**config.mk**
```make
export PLATFORM = sky130hd
export DESIGN_NAME = qeciphy_multilane_controller
export DESIGN_NICKNAME = d
export VERILOG_FILES = /design/src/rtl/qeciphy_pkg.sv /design/src/rtl/qeciphy_lane_reducer.sv /design/src/rtl/qeciphy_multilane_controller.sv
export SDC_FILE = /design/constraint.sdc
export NUM_CORES = 1
export LEC_CHECK = 0
export CORE_MARGIN = 4
export CORE_UTILIZATION = 51
export DETAILED_ROUTE_END_ITERATION = 10
export PLACE_DENSITY = 0.93
export SYNTH_ARGS = -nofsm -noshare
export SYNTH_HDL_FRONTEND = slang
export SYNTH_SLANG_ARGS = --single-unit
```
**constraint.sdc**
```tcl
create_clock -name axis_clk -period 3.8 [get_ports axis_clk]
set_clock_uncertainty 0.1 [all_clocks]
set_input_delay 0.76 -clock axis_clk [delete_from_list [all_inputs] [get_ports axis_clk]]
set_output_delay 0.76 -clock axis_clk [all_outputs]
set_load 0.02 [all_outputs]
```
**src/rtl/qeciphy_pkg.sv**
```systemverilog
// -----------------------------------------------------------------------------
// qeciphy_pkg
// Shared types and constants for the QECIPHY multi-lane link controller.
//   link_state_e : link status values, encoded exactly as reported on o_state
//   ecode_e      : error codes reported on o_ecode
//   lane_stage_e : which per-lane readiness vector the lane reducer examines
//   *_MIN/*_MAX  : legal ranges of the controller parameters
//   TMO_CNT_W    : width of the optional training timeout counter
// -----------------------------------------------------------------------------
package qeciphy_pkg;

    typedef enum logic [3:0] {
        StReset     = 4'd0,
        StWaitReset = 4'd1,
        StTraining  = 4'd2,
        StRxLocked  = 4'd3,
        StLinkReady = 4'd4,
        StFault     = 4'd5,
        StSleep     = 4'd6
    } link_state_e;

    typedef enum logic [3:0] {
        EcNone       = 4'd0,
        EcFapMissing = 4'd1,
        EcCrcError   = 4'd2,
        EcTimeout    = 4'd3
    } ecode_e;

    typedef enum logic [1:0] {
        StageResetDone = 2'd0,
        StageRxRdy     = 2'd1,
        StageRemoteRdy = 2'd2
    } lane_stage_e;

    localparam int unsigned N_LANES_MIN        = 1;
    localparam int unsigned N_LANES_MAX        = 8;
    localparam int unsigned RST_CYCLES_MIN     = 2;
    localparam int unsigned RST_CYCLES_MAX     = 255;
    localparam int unsigned TIMEOUT_CYCLES_MIN = 16;
    localparam int unsigned TIMEOUT_CYCLES_MAX = 32'd1 << 24;

    // Holds values up to TIMEOUT_CYCLES_MAX inclusive.
    localparam int unsigned TMO_CNT_W = 25;

    // Readiness vector that gates the exit from each waiting state.
    function automatic lane_stage_e stage_of(input link_state_e s);
        case (s)
            StTraining: return StageRxRdy;
            StRxLocked: return StageRemoteRdy;
            default:    return StageResetDone;
        endcase
    endfunction

endpackage

```
**src/rtl/qeciphy_lane_reducer.sv**
```systemverilog
// -----------------------------------------------------------------------------
// qeciphy_lane_reducer
// Registers every per-lane status vector once, then reduces the registered
// copies: the AND of the readiness vector selected by i_stage, the lanes of
// that vector that are still not ready, and the OR / mask of the lane error
// flags that the controller captures on its first error.
//
// Ports
//   i_clk, i_rst_n     : clock, synchronous active-low reset
//   i_stage            : readiness vector to reduce (reset done, rx, remote rx)
//   i_reset_done       : per-lane reset controller done
//   i_rx_rdy           : per-lane local word alignment
//   i_remote_rx_rdy    : per-lane remote word alignment
//   i_fap_missing      : per-lane FAP missing flag
//   i_crc_error        : per-lane CRC error flag
//   o_stage_ready      : all lanes of the selected vector ready (registered inputs)
//   o_stage_lagging    : lanes of the selected vector not yet ready
//   o_fap_any          : any lane reported FAP missing last cycle
//   o_crc_any          : any lane reported CRC error last cycle
//   o_err_mask         : lanes that reported any error last cycle
// -----------------------------------------------------------------------------
module qeciphy_lane_reducer
    import qeciphy_pkg::*;
#(
    parameter int unsigned N_LANES = 4
) (
    input  logic               i_clk,
    input  logic               i_rst_n,
    input  lane_stage_e        i_stage,
    input  logic [N_LANES-1:0] i_reset_done,
    input  logic [N_LANES-1:0] i_rx_rdy,
    input  logic [N_LANES-1:0] i_remote_rx_rdy,
    input  logic [N_LANES-1:0] i_fap_missing,
    input  logic [N_LANES-1:0] i_crc_error,
    output logic               o_stage_ready,
    output logic [N_LANES-1:0] o_stage_lagging,
    output logic               o_fap_any,
    output logic               o_crc_any,
    output logic [N_LANES-1:0] o_err_mask
);

    logic [N_LANES-1:0] r_reset_done;
    logic [N_LANES-1:0] r_rx_rdy;
    logic [N_LANES-1:0] r_remote_rdy;
    logic [N_LANES-1:0] r_fap;
    logic [N_LANES-1:0] r_crc;
    logic [N_LANES-1:0] w_sel;

    always_ff @(posedge i_clk) begin
        if (!i_rst_n) begin
            r_reset_done <= '0;
            r_rx_rdy     <= '0;
            r_remote_rdy <= '0;
            r_fap        <= '0;
            r_crc        <= '0;
        end else begin
            r_reset_done <= i_reset_done;
            r_rx_rdy     <= i_rx_rdy;
            r_remote_rdy <= i_remote_rx_rdy;
            r_fap        <= i_fap_missing;
            r_crc        <= i_crc_error;
        end
    end

    always_comb begin
        w_sel = r_reset_done;
        case (i_stage)
            StageRxRdy:     w_sel = r_rx_rdy;
            StageRemoteRdy: w_sel = r_remote_rdy;
            default:        w_sel = r_reset_done;
        endcase
    end

    assign o_stage_ready   = &w_sel;
    assign o_stage_lagging = ~w_sel;
    assign o_fap_any       = |r_fap;
    assign o_crc_any       = |r_crc;
    assign o_err_mask      = r_fap | r_crc;

endmodule

```
**src/rtl/qeciphy_multilane_controller.sv**
```systemverilog
// -----------------------------------------------------------------------------
// qeciphy_multilane_controller
// Link controller for N_LANES bonded QECIPHY lanes: holds the lanes in reset,
// walks the link through reset-done, local alignment and remote alignment,
// latches the first lane error as a terminal fault, and handles the
// sleep/wake power handshake.
//
// Optional feature: define QECIPHY_TRAIN_TIMEOUT_EN to fault the link with
// error code 3 when WAIT_RESET/TRAINING/RX_LOCKED lasts TIMEOUT_CYCLES cycles.
//
// Ports
//   axis_clk, axis_rst_n : clock, synchronous active-low reset
//   i_reset_done         : per-lane reset controller done
//   i_rx_rdy             : per-lane local word alignment achieved
//   i_remote_rx_rdy      : per-lane remote word alignment achieved
//   i_fap_missing        : per-lane FAP missing flag
//   i_crc_error          : per-lane CRC error flag
//   i_tx_tvalid          : user TX traffic present
//   i_pstate, i_preq     : power request (pstate 0 = sleep, 1 = run)
//   o_paccept            : one-cycle power request accept
//   o_pactive            : wake request (registered i_tx_tvalid while asleep)
//   o_state              : link status (link_state_e encoding)
//   o_ecode              : error code (ecode_e encoding), held in FAULT
//   o_lane_rst_n         : per-lane reset, active low
//   o_fault_lanes        : sticky mask of lanes that caused FAULT
//   o_allow_user_tx      : high only in LINK_READY
// -----------------------------------------------------------------------------
module qeciphy_multilane_controller
    import qeciphy_pkg::*;
#(
    parameter int unsigned N_LANES        = 4,
    parameter int unsigned RST_CYCLES     = 16,
    parameter int unsigned TIMEOUT_CYCLES = 1048576
) (
    input  logic               axis_clk,
    input  logic               axis_rst_n,
    input  logic [N_LANES-1:0] i_reset_done,
    input  logic [N_LANES-1:0] i_rx_rdy,
    input  logic [N_LANES-1:0] i_remote_rx_rdy,
    input  logic [N_LANES-1:0] i_fap_missing,
    input  logic [N_LANES-1:0] i_crc_error,
    input  logic               i_tx_tvalid,
    input  logic               i_pstate,
    input  logic               i_preq,
    output logic               o_paccept,
    output logic               o_pactive,
    output logic [3:0]         o_state,
    output logic [3:0]         o_ecode,
    output logic [N_LANES-1:0] o_lane_rst_n,
    output logic [N_LANES-1:0] o_fault_lanes,
    output logic               o_allow_user_tx
);

    if (N_LANES < N_LANES_MIN || N_LANES > N_LANES_MAX) begin : g_bad_n_lanes
        $error("N_LANES out of range");
    end
    if (RST_CYCLES < RST_CYCLES_MIN || RST_CYCLES > RST_CYCLES_MAX) begin : g_bad_rst_cycles
        $error("RST_CYCLES out of range");
    end
    if (TIMEOUT_CYCLES < TIMEOUT_CYCLES_MIN || TIMEOUT_CYCLES > TIMEOUT_CYCLES_MAX)
    begin : g_bad_timeout
        $error("TIMEOUT_CYCLES out of range");
    end

    link_state_e        r_state;
    ecode_e             r_ecode;
    logic [7:0]         r_rst_cnt;
    logic [N_LANES-1:0] r_lane_rst_n;
    logic [N_LANES-1:0] r_fault_lanes;
    logic               r_paccept;
    logic               r_pactive;
    logic               r_allow_tx;

    lane_stage_e        w_stage;
    logic               w_stage_ready;
    logic [N_LANES-1:0] w_stage_lagging;
    logic               w_fap_any;
    logic               w_crc_any;
    logic [N_LANES-1:0] w_err_mask;
    logic               w_in_link;
    logic               w_fault_go;
    logic               w_tmo_hit;
    logic               w_raw_err;
    logic               w_sleep_req;
    logic               w_wake_req;

    assign w_stage = stage_of(r_state);

    qeciphy_lane_reducer #(
        .N_LANES (N_LANES)
    ) u_lane_reducer (
        .i_clk           (axis_clk),
        .i_rst_n         (axis_rst_n),
        .i_stage         (w_stage),
        .i_reset_done    (i_reset_done),
        .i_rx_rdy        (i_rx_rdy),
        .i_remote_rx_rdy (i_remote_rx_rdy),
        .i_fap_missing   (i_fap_missing),
        .i_crc_error     (i_crc_error),
        .o_stage_ready   (w_stage_ready),
        .o_stage_lagging (w_stage_lagging),
        .o_fap_any       (w_fap_any),
        .o_crc_any       (w_crc_any),
        .o_err_mask      (w_err_mask)
    );

    // Lane errors only count once the lanes are out of reset and training.
    assign w_in_link  = (r_state == StTraining) || (r_state == StRxLocked) ||
                        (r_state == StLinkReady);
    assign w_fault_go = w_in_link && (w_fap_any || w_crc_any);

    // An error on the raw inputs blocks a sleep accept so the fault, which
    // shows up a cycle later through the reducer, is never preceded by SLEEP.
    assign w_raw_err   = (|i_fap_missing) || (|i_crc_error);
    assign w_sleep_req = i_preq && !i_pstate;
    assign w_wake_req  = i_preq && i_pstate;

`ifdef QECIPHY_TRAIN_TIMEOUT_EN
    logic [TMO_CNT_W-1:0] r_tmo_cnt;
    logic                 w_counting;

    assign w_counting = (r_state == StWaitReset) || (r_state == StTraining) ||
                        (r_state == StRxLocked);
    assign w_tmo_hit  = w_counting && !w_stage_ready &&
                        (r_tmo_cnt == TMO_CNT_W'(TIMEOUT_CYCLES - 1));

    // Counts only while the FSM stays put, so any state change clears it.
    always_ff @(posedge axis_clk) begin
        if (!axis_rst_n) begin
            r_tmo_cnt <= '0;
        end else if (w_counting && !w_stage_ready && !w_fault_go && !w_tmo_hit) begin
            r_tmo_cnt <= r_tmo_cnt + TMO_CNT_W'(1);
        end else begin
            r_tmo_cnt <= '0;
        end
    end
`else
    assign w_tmo_hit = 1'b0;
`endif

    always_ff @(posedge axis_clk) begin
        if (!axis_rst_n) begin
            r_state       <= StReset;
            r_ecode       <= EcNone;
            r_rst_cnt     <= '0;
            r_lane_rst_n  <= '0;
            r_fault_lanes <= '0;
            r_paccept     <= 1'b0;
            r_pactive     <= 1'b0;
            r_allow_tx    <= 1'b0;
        end else begin
            r_paccept <= 1'b0;
            if (w_fault_go || w_tmo_hit) begin
                // Lane errors outrank the timeout; FAP outranks CRC.
                r_state    <= StFault;
                r_allow_tx <= 1'b0;
                r_pactive  <= 1'b0;
                if (w_fault_go) begin
                    r_ecode       <= w_fap_any ? EcFapMissing : EcCrcError;
                    r_fault_lanes <= w_err_mask;
                end else begin
                    r_ecode       <= EcTimeout;
                    r_fault_lanes <= w_stage_lagging;
                end
            end else begin
                case (r_state)
                    StReset: begin
                        r_allow_tx <= 1'b0;
                        r_pactive  <= 1'b0;
                        if (r_rst_cnt == 8'(RST_CYCLES - 1)) begin
                            r_state      <= StWaitReset;
                            r_lane_rst_n <= '1;
                            r_rst_cnt    <= '0;
                        end else begin
                            r_rst_cnt <= r_rst_cnt + 8'd1;
                        end
                    end
                    StWaitReset: begin
                        if (w_stage_ready) begin
                            r_state <= StTraining;
                        end
                    end
                    StTraining: begin
                        if (w_stage_ready) begin
                            r_state <= StRxLocked;
                        end
                    end
                    StRxLocked: begin
                        if (w_stage_ready) begin
                            r_state    <= StLinkReady;
                            r_allow_tx <= 1'b1;
                        end
                    end
                    StLinkReady: begin
                        // Request is level sensitive: dropping i_preq cancels it.
                        if (w_sleep_req && !i_tx_tvalid && !w_raw_err) begin
                            r_state      <= StSleep;
                            r_paccept    <= 1'b1;
                            r_allow_tx   <= 1'b0;
                            r_lane_rst_n <= '0;
                            r_pactive    <= 1'b0;
                        end
                    end
                    StFault: begin
                        r_allow_tx <= 1'b0;
                    end
                    StSleep: begin
                        r_pactive <= i_tx_tvalid;
                        if (w_wake_req) begin
                            r_state   <= StReset;
                            r_paccept <= 1'b1;
                            r_pactive <= 1'b0;
                            r_rst_cnt <= '0;
                        end
                    end
                    default: begin
                        r_state <= StReset;
                    end
                endcase
            end
        end
    end

    assign o_state         = r_state;
    assign o_ecode         = r_ecode;
    assign o_lane_rst_n    = r_lane_rst_n;
    assign o_fault_lanes   = r_fault_lanes;
    assign o_paccept       = r_paccept;
    assign o_pactive       = r_pactive;
    assign o_allow_user_tx = r_allow_tx;

endmodule

```
==> flow_summary.json, run 1 <==
{
  "synth_cell_type_count": 43,
  "die_h_um": 65.7,
  "num_vias": 1479,
  "cts_max_level": 2,
  "num_rows": 20,
  "cts_inserted_buffers": 5,
  "core_um2": 3130,
  "hold_buffers": 0,
  "max_slew_margin_pct": 51.6,
  "insertion_delay_ns": 0.33,
  "grt_usage_pct": 17.0,
  "synthArstFlopShare_pct": 0,
  "grt_pass1_wl_um": 5660,
  "yosys.area.top_type_share_pct": 48.3,
  "die_w_um": 65.7,
  "slew_viol_final": 0,
  "ctsResizeCount": 0,
  "required_ns": 2.94,
  "fill_cells": 246,
  "drtIter0Drc": 83,
  "syn-instance-count": 185,
  "hold_path_depth": 2,
  "cpPeakStageDelay_ns": 0.81,
  "hold_path.class": "reg2reg",
  "syn_area_per_cell_um2": 9.18,
  "grt_pass1_vias": 1334,
  "hold_violations": 0,
  "hold_end": "o_ecode[0]",
  "rr_startpoint": "o_state[1]",
  "nets": 248,
  "synth_top_cell_by_area": "dfxtp_1",
  "crit_family": "flip-flops",
  "post-route-min-period_ns": 2.73,
  "clk_pin_slew_ns": 0.11,
  "crit_type": "reg2out",
  "yosysSeqAreaShare_pct": 48.3,
  "post-route-period-util_pct": 71.9,
  "synth_seq_cells": 41,
  "fin_setup_tns_ns": 0,
  "antenna_cells": 0,
  "rrSetupSlack_ns": 1.42,
  "drc": 0,
  "drive_above_1_share_pct": 5.41,
  "path_cells": "clkdlybuf4s50_1",
  "p_leak_nw": 0.791,
  "start_kind": "flip-flop",
  "numPortBuffers": 40,
  "dieArea_um2": 4320,
  "status": "finished clean",
  "synth_most_common_cell": "dfxtp_1",
  "clockBufferDepth": 2,
  "wl_per_cell_um": 13.0,
  "maxCapViolCount": 0,
  "routed_via_density": 5.56,
  "ioPinCount": 44,
  "synthesis.area_um2": 1700,
  "power_per_cell_area_nw_per_um2": 515,
  "ir_worst_vdd_mv": 0.313,
  "finalInstanceArea_um2": 2160,
  "fmax_ghz": 0.366,
  "hold_start": "o_ecode[0]",
  "reg2regPathDepth": 4,
  "initial_core_util_pct": 54.3,
  "end_kind": "output pin",
  "cts_tree": "built",
  "clock-root-buffer": "clkbuf_4",
  "clock_sinks": 41,
  "placed_area_um2": 2100,
  "worstPathMaxFanout": 23,
  "rsz0062_at_grt": "false",
  "synthTopCellsByArea": "dfxtp_1, and2_1, nor2_1",
  "grt-ovfl-total": 0,
  "critPathArrivalTime_ns": 1.87,
  "critPathSlowestCell": "dfxtp_1",
  "area_growth_pct": 27.0,
  "place_congestion": 0.814,
  "drt.antenna.violating_nets": 0,
  "antenna_found_initial": 0,
  "synth_edf_count": 0,
  "synthTopCellsByCount": "dfxtp_1, and2_1, nor2_1, a21oi_1, nand2_1",
  "grt_max_degree": 24,
  "synth_ff_type": "dfxtp_1",
  "wl_um": 3470,
  "finalSetupViolations": 0,
  "ys_warn_count": 0,
  "timing.rr.end": "r_rst_cnt[7]",
  "first_pass_iters": 4,
  "tightestPinTransition_ns": 0.724,
  "postCtsSetupBuffers": 0,
  "path_buf_inv": 1,
  "hpwl_um": 2690
}
## state kept, by name, indices dropped and copies added (netlist names)
| register | cells |
|---|---|
| o_paccept | 1 |
| o_fault_lanes | 4 |
| u_lane_reducer.r_remote_rdy | 4 |
| o_allow_user_tx | 1 |
| u_lane_reducer.r_crc | 4 |
| o_state | 3 |
| o_ecode | 2 |
| u_lane_reducer.r_rx_rdy | 4 |
| o_pactive | 1 |
| u_lane_reducer.r_fap | 4 |
| r_rst_cnt | 8 |
| u_lane_reducer.r_reset_done | 4 |
| o_lane_rst_n | 1 |
## metrics by stage
step	utilization, %	std cells	power, W	hold WS [ns]	setup WS [ns]
3_3_place_gp	67.1	259	0.000895	0.366	1.05
4_1_cts	69.0	266	0.00112	0.401	1.09
5_1_grt	69.0	266	0.00119	0.428	0.961
3_5_place_dp	67.1	259	0.000905	0.385	0.982
2_1_floorplan	-	187	0.000771	0.352	1.69
6_report	69.0	266	0.00111	0.401	1.07
## logic make-up after synthesis
family / Yosys count / synth area share [%]
simple gates: 78 / 25.4
flops: 41 / 48.3
mux: 1 / 0.589
buf+inv: 16 / 4.86
other cells: 1 / 0.221
fa+ha+maj: 1 / 0.736
compound gates: 44 / 18.3
xor+xnor: 3 / 1.55
## metal layers
layer | vias to the layer above | wire length (um) | global-route usage (%)
li1 | 733 | - | -
met1 | 691 | 1450 | 19.8
met2 | 50 | 1760 | 29.5
met3 | 5 | 215 | 4.96
met4 | 0 | 43 | 5.44
met5 | - | 0 | 0
## how the worst max path moves through the flow
| stage | from | end | cells after the start |
|---|---|---|---|
| global placement | i_pstate | r_rst_cnt[7] | 5 |
| global route | o_state[1] | o_state[1] | 1 |
| detailed placement | i_pstate | r_rst_cnt[7] | 5 |
| CTS | o_state[1] | o_state[1] | 1 |
| finish | o_state[1] | o_state[1] | 1 |
| floorplan | i_pstate | r_rst_cnt[7] | 4 |
## final cells by class
class	instances	area (um2)	share of cell area, %
clock buffers	6	51.3	2.38
inverters	3	11.3	0.522
repair buffers	41	408	18.9
clock inverters	1	7.51	0.348
well taps	44	55.1	2.55
flip-flops and latches	41	821	38.1
multi-input cells	130	803	37.2
## layout by cell type, fill, tap and decap left out, types with 4 or more instances in the layout
master,Yosys,final
a21oi_1,9,9
a31oi_1,4,4
and2_1,20,20
clkbuf_4,0,5
clkdlybuf4s50_1,0,40
dfxtp_1,41,41
nand2_1,9,9
nand3_1,6,6
nand4_1,4,4
nor2_1,15,15
nor2b_1,4,4
nor4_1,4,4
o21ai_0,8,8
or3_1,4,4
## report_power, final
part	internal, W	switching, W	total, W	leakage, nW
sequential	0.000483	0.0000633	0.000546	0.338
clock	0.0000867	0.000128	0.000215	0.0303
combinational	0.000169	0.000183	0.000351	0.423
total	0.000738	0.000374	0.00111	0.791
No activity file was read; power rests on OpenSTA's default activity.
==> inputs of run 2 (changes only) <==
- CORE_UTILIZATION: 51 -> 48
- PLACE_DENSITY: 0.93 -> 0.89
- clock period: 3.8 -> 2.7 ns (I/O delays scaled with it)
==> run 2 against run 1 <==
Net effect: clock-buffer cell count unchanged; utilization fell by 3.0 points; sequential share of layout area fell by 1.3 points; combinational power rose by 58%; sequential power grew 34%; die area up 5.5%; worst setup slack worse by 0.57 ns; wire length up 1.9%; global-route usage decreased by 0.35 points; flip-flop and latch count did not move; critical path depth unchanged; via count is essentially flat; largest cell class unchanged.
==> flow_summary.json, run 2 (synthesis gave the netlist of run 1 again) <==
{
  "seqPwrFrac_pct": 43.2,
  "maxCapViolCount": 0,
  "hold_violations": 0,
  "die_w_um": 67.5,
  "wl_um": 3540,
  "drt.antenna.violating_nets": 0,
  "clockBufferDepth": 2,
  "first_pass_iters": 4,
  "post-route-min-period_ns": 2.20,
  "num_vias": 1478,
  "start_kind": "flip-flop",
  "p_leak_nw": 0.836,
  "max_slew_margin_pct": 53.1,
  "switchingPower_w": 0.000542,
  "status": "finished clean",
  "rsz0062_at_grt": "false",
  "wl_per_cell_um": 12.9,
  "required_ns": 2.06,
  "path_cells": "clkdlybuf4s50_1",
  "dieArea_um2": 4560,
  "postCtsSetupBuffers": 0,
  "post-route-period-util_pct": 81.6,
  "ir_worst_vdd_mv": 0.346,
  "p_sw_share_pct": 31.9,
  "numPortBuffers": 40,
  "routed_via_density": 5.37,
  "p_total_w": 0.00170,
  "ctsResizeCount": 0,
  "antenna_found_initial": 0,
  "cts_tree": "built",
  "fmax_ghz": 0.454,
  "antenna_cells": 0,
  "cpPeakStageDelay_ns": 0.68,
  "die_h_um": 67.5,
  "worstPathMaxFanout": 11,
  "insertion_delay_ns": 0.34,
  "hpwl_um": 2730,
  "clock-root-buffer": "clkbuf_4",
  "share_comb_of_total_power_pct": 32.7,
  "drc": 0,
  "cts_inserted_buffers": 5,
  "tightestPinTransition_ns": 0.698,
  "core_um2": 3390,
  "largest_reg_flops": 8,
  "critPathArrivalTime_ns": 1.56,
  "crit_family": "buffers and inverters",
  "finalSetupViolations": 0,
  "crit_type": "reg2out",
  "finalInstanceArea_um2": 2230,
  "grt-ovfl-total": 0,
  "nets": 254,
  "placed_area_um2": 2150,
  "num_rows": 21,
  "grt_usage_pct": 16.6,
  "drtIter0Drc": 117,
  "place_congestion": 0.873,
  "internal-power_w": 0.00116,
  "hold_path.class": "reg2reg",
  "grt_pass1_vias": 1306,
  "grt_pass1_wl_um": 5660,
  "p_clk_share_pct": 24.1,
  "slew_viol_final": 0,
  "fin_setup_tns_ns": 0,
  "hold_buffers": 0,
  "power_per_cell_area_nw_per_um2": 760,
  "clock_sinks": 41,
  "grt_max_degree": 16,
  "cts_max_level": 2,
  "area_growth_pct": 31.5,
  "clk_pin_slew_ns": 0.12,
  "layout_commonest_cell": "dfxtp_1",
  "initial_core_util_pct": 50.1,
  "drive_above_1_share_pct": 8.30,
  "path_buf_inv": 1,
  "ioPinCount": 44,
  "critPathSlowestCell": "clkdlybuf4s50_1",
  "mostFrequentLayoutCells": "dfxtp_1, clkdlybuf4s50_1, and2_1",
  "regMostFlops": "r_rst_cnt",
  "end_kind": "output pin"
}
==> run 2: changes by cell type in the layout (fill, tap and decap cells not counted), sizes merged <==
cell and delta:
bufinv +1, buf +6
==> run 2: final cells by class <==
class	count	area [um2]
Clock inverter	2	37.5
Timing Repair Buffer	47	453
Clock buffer	6	51.3
Sequential cell	41	821
Multi-Input combinational cell	130	803
Tap cell	46	57.6
Inverter	3	11.3
Fill cell	266	1150
==> run 2: power by group through the flow <==
stage	combinational, W	clock, W	sequential (W)
global route	0.000615	0.000450	0.000742
CTS	0.000554	0.000422	0.000733
global placement	0.000543	0	0.000745
floorplan	0.000290	0	0.000795
detailed placement	0.000552	0	0.000747
finish	0.000556	0.000409	0.000734
==> run 2: worst paths after layout <==
check,start,endpoint,slack [ns],depth (start not counted)
setup / recovery,o_state[1],o_state[1],0.50,1
hold / removal,o_pactive,o_pactive,0.38,2
setup reg to reg,o_state[2],r_rst_cnt[7],0.65,5
hold reg to reg,o_pactive,o_pactive,0.38,2
==> run 2: through the flow <==
step | cells | hold WS [ns] | setup slack (ns) | utilization (%)
floorplan | 187 | 0.352 | 0.808 | -
global placement | 267 | 0.358 | 0.190 | 63.3
detailed placement | 267 | 0.361 | 0.153 | 63.3
CTS | 275 | 0.379 | 0.481 | 65.9
global route | 275 | 0.387 | 0.363 | 65.9
finish | 275 | 0.378 | 0.497 | 65.9
==> run 2: routing by layer <==
| metal | wire, um | vias to the layer above | track usage, % |
|---|---|---|---|
| met1 | 1550 | 651 | 20.8 |
| met3 | 272 | 7 | 3.83 |
| met4 | 44 | 0 | 6.58 |
| met2 | 1680 | 70 | 27.5 |
| met5 | 0 | - | 0 |
| li1 | - | 750 | - |
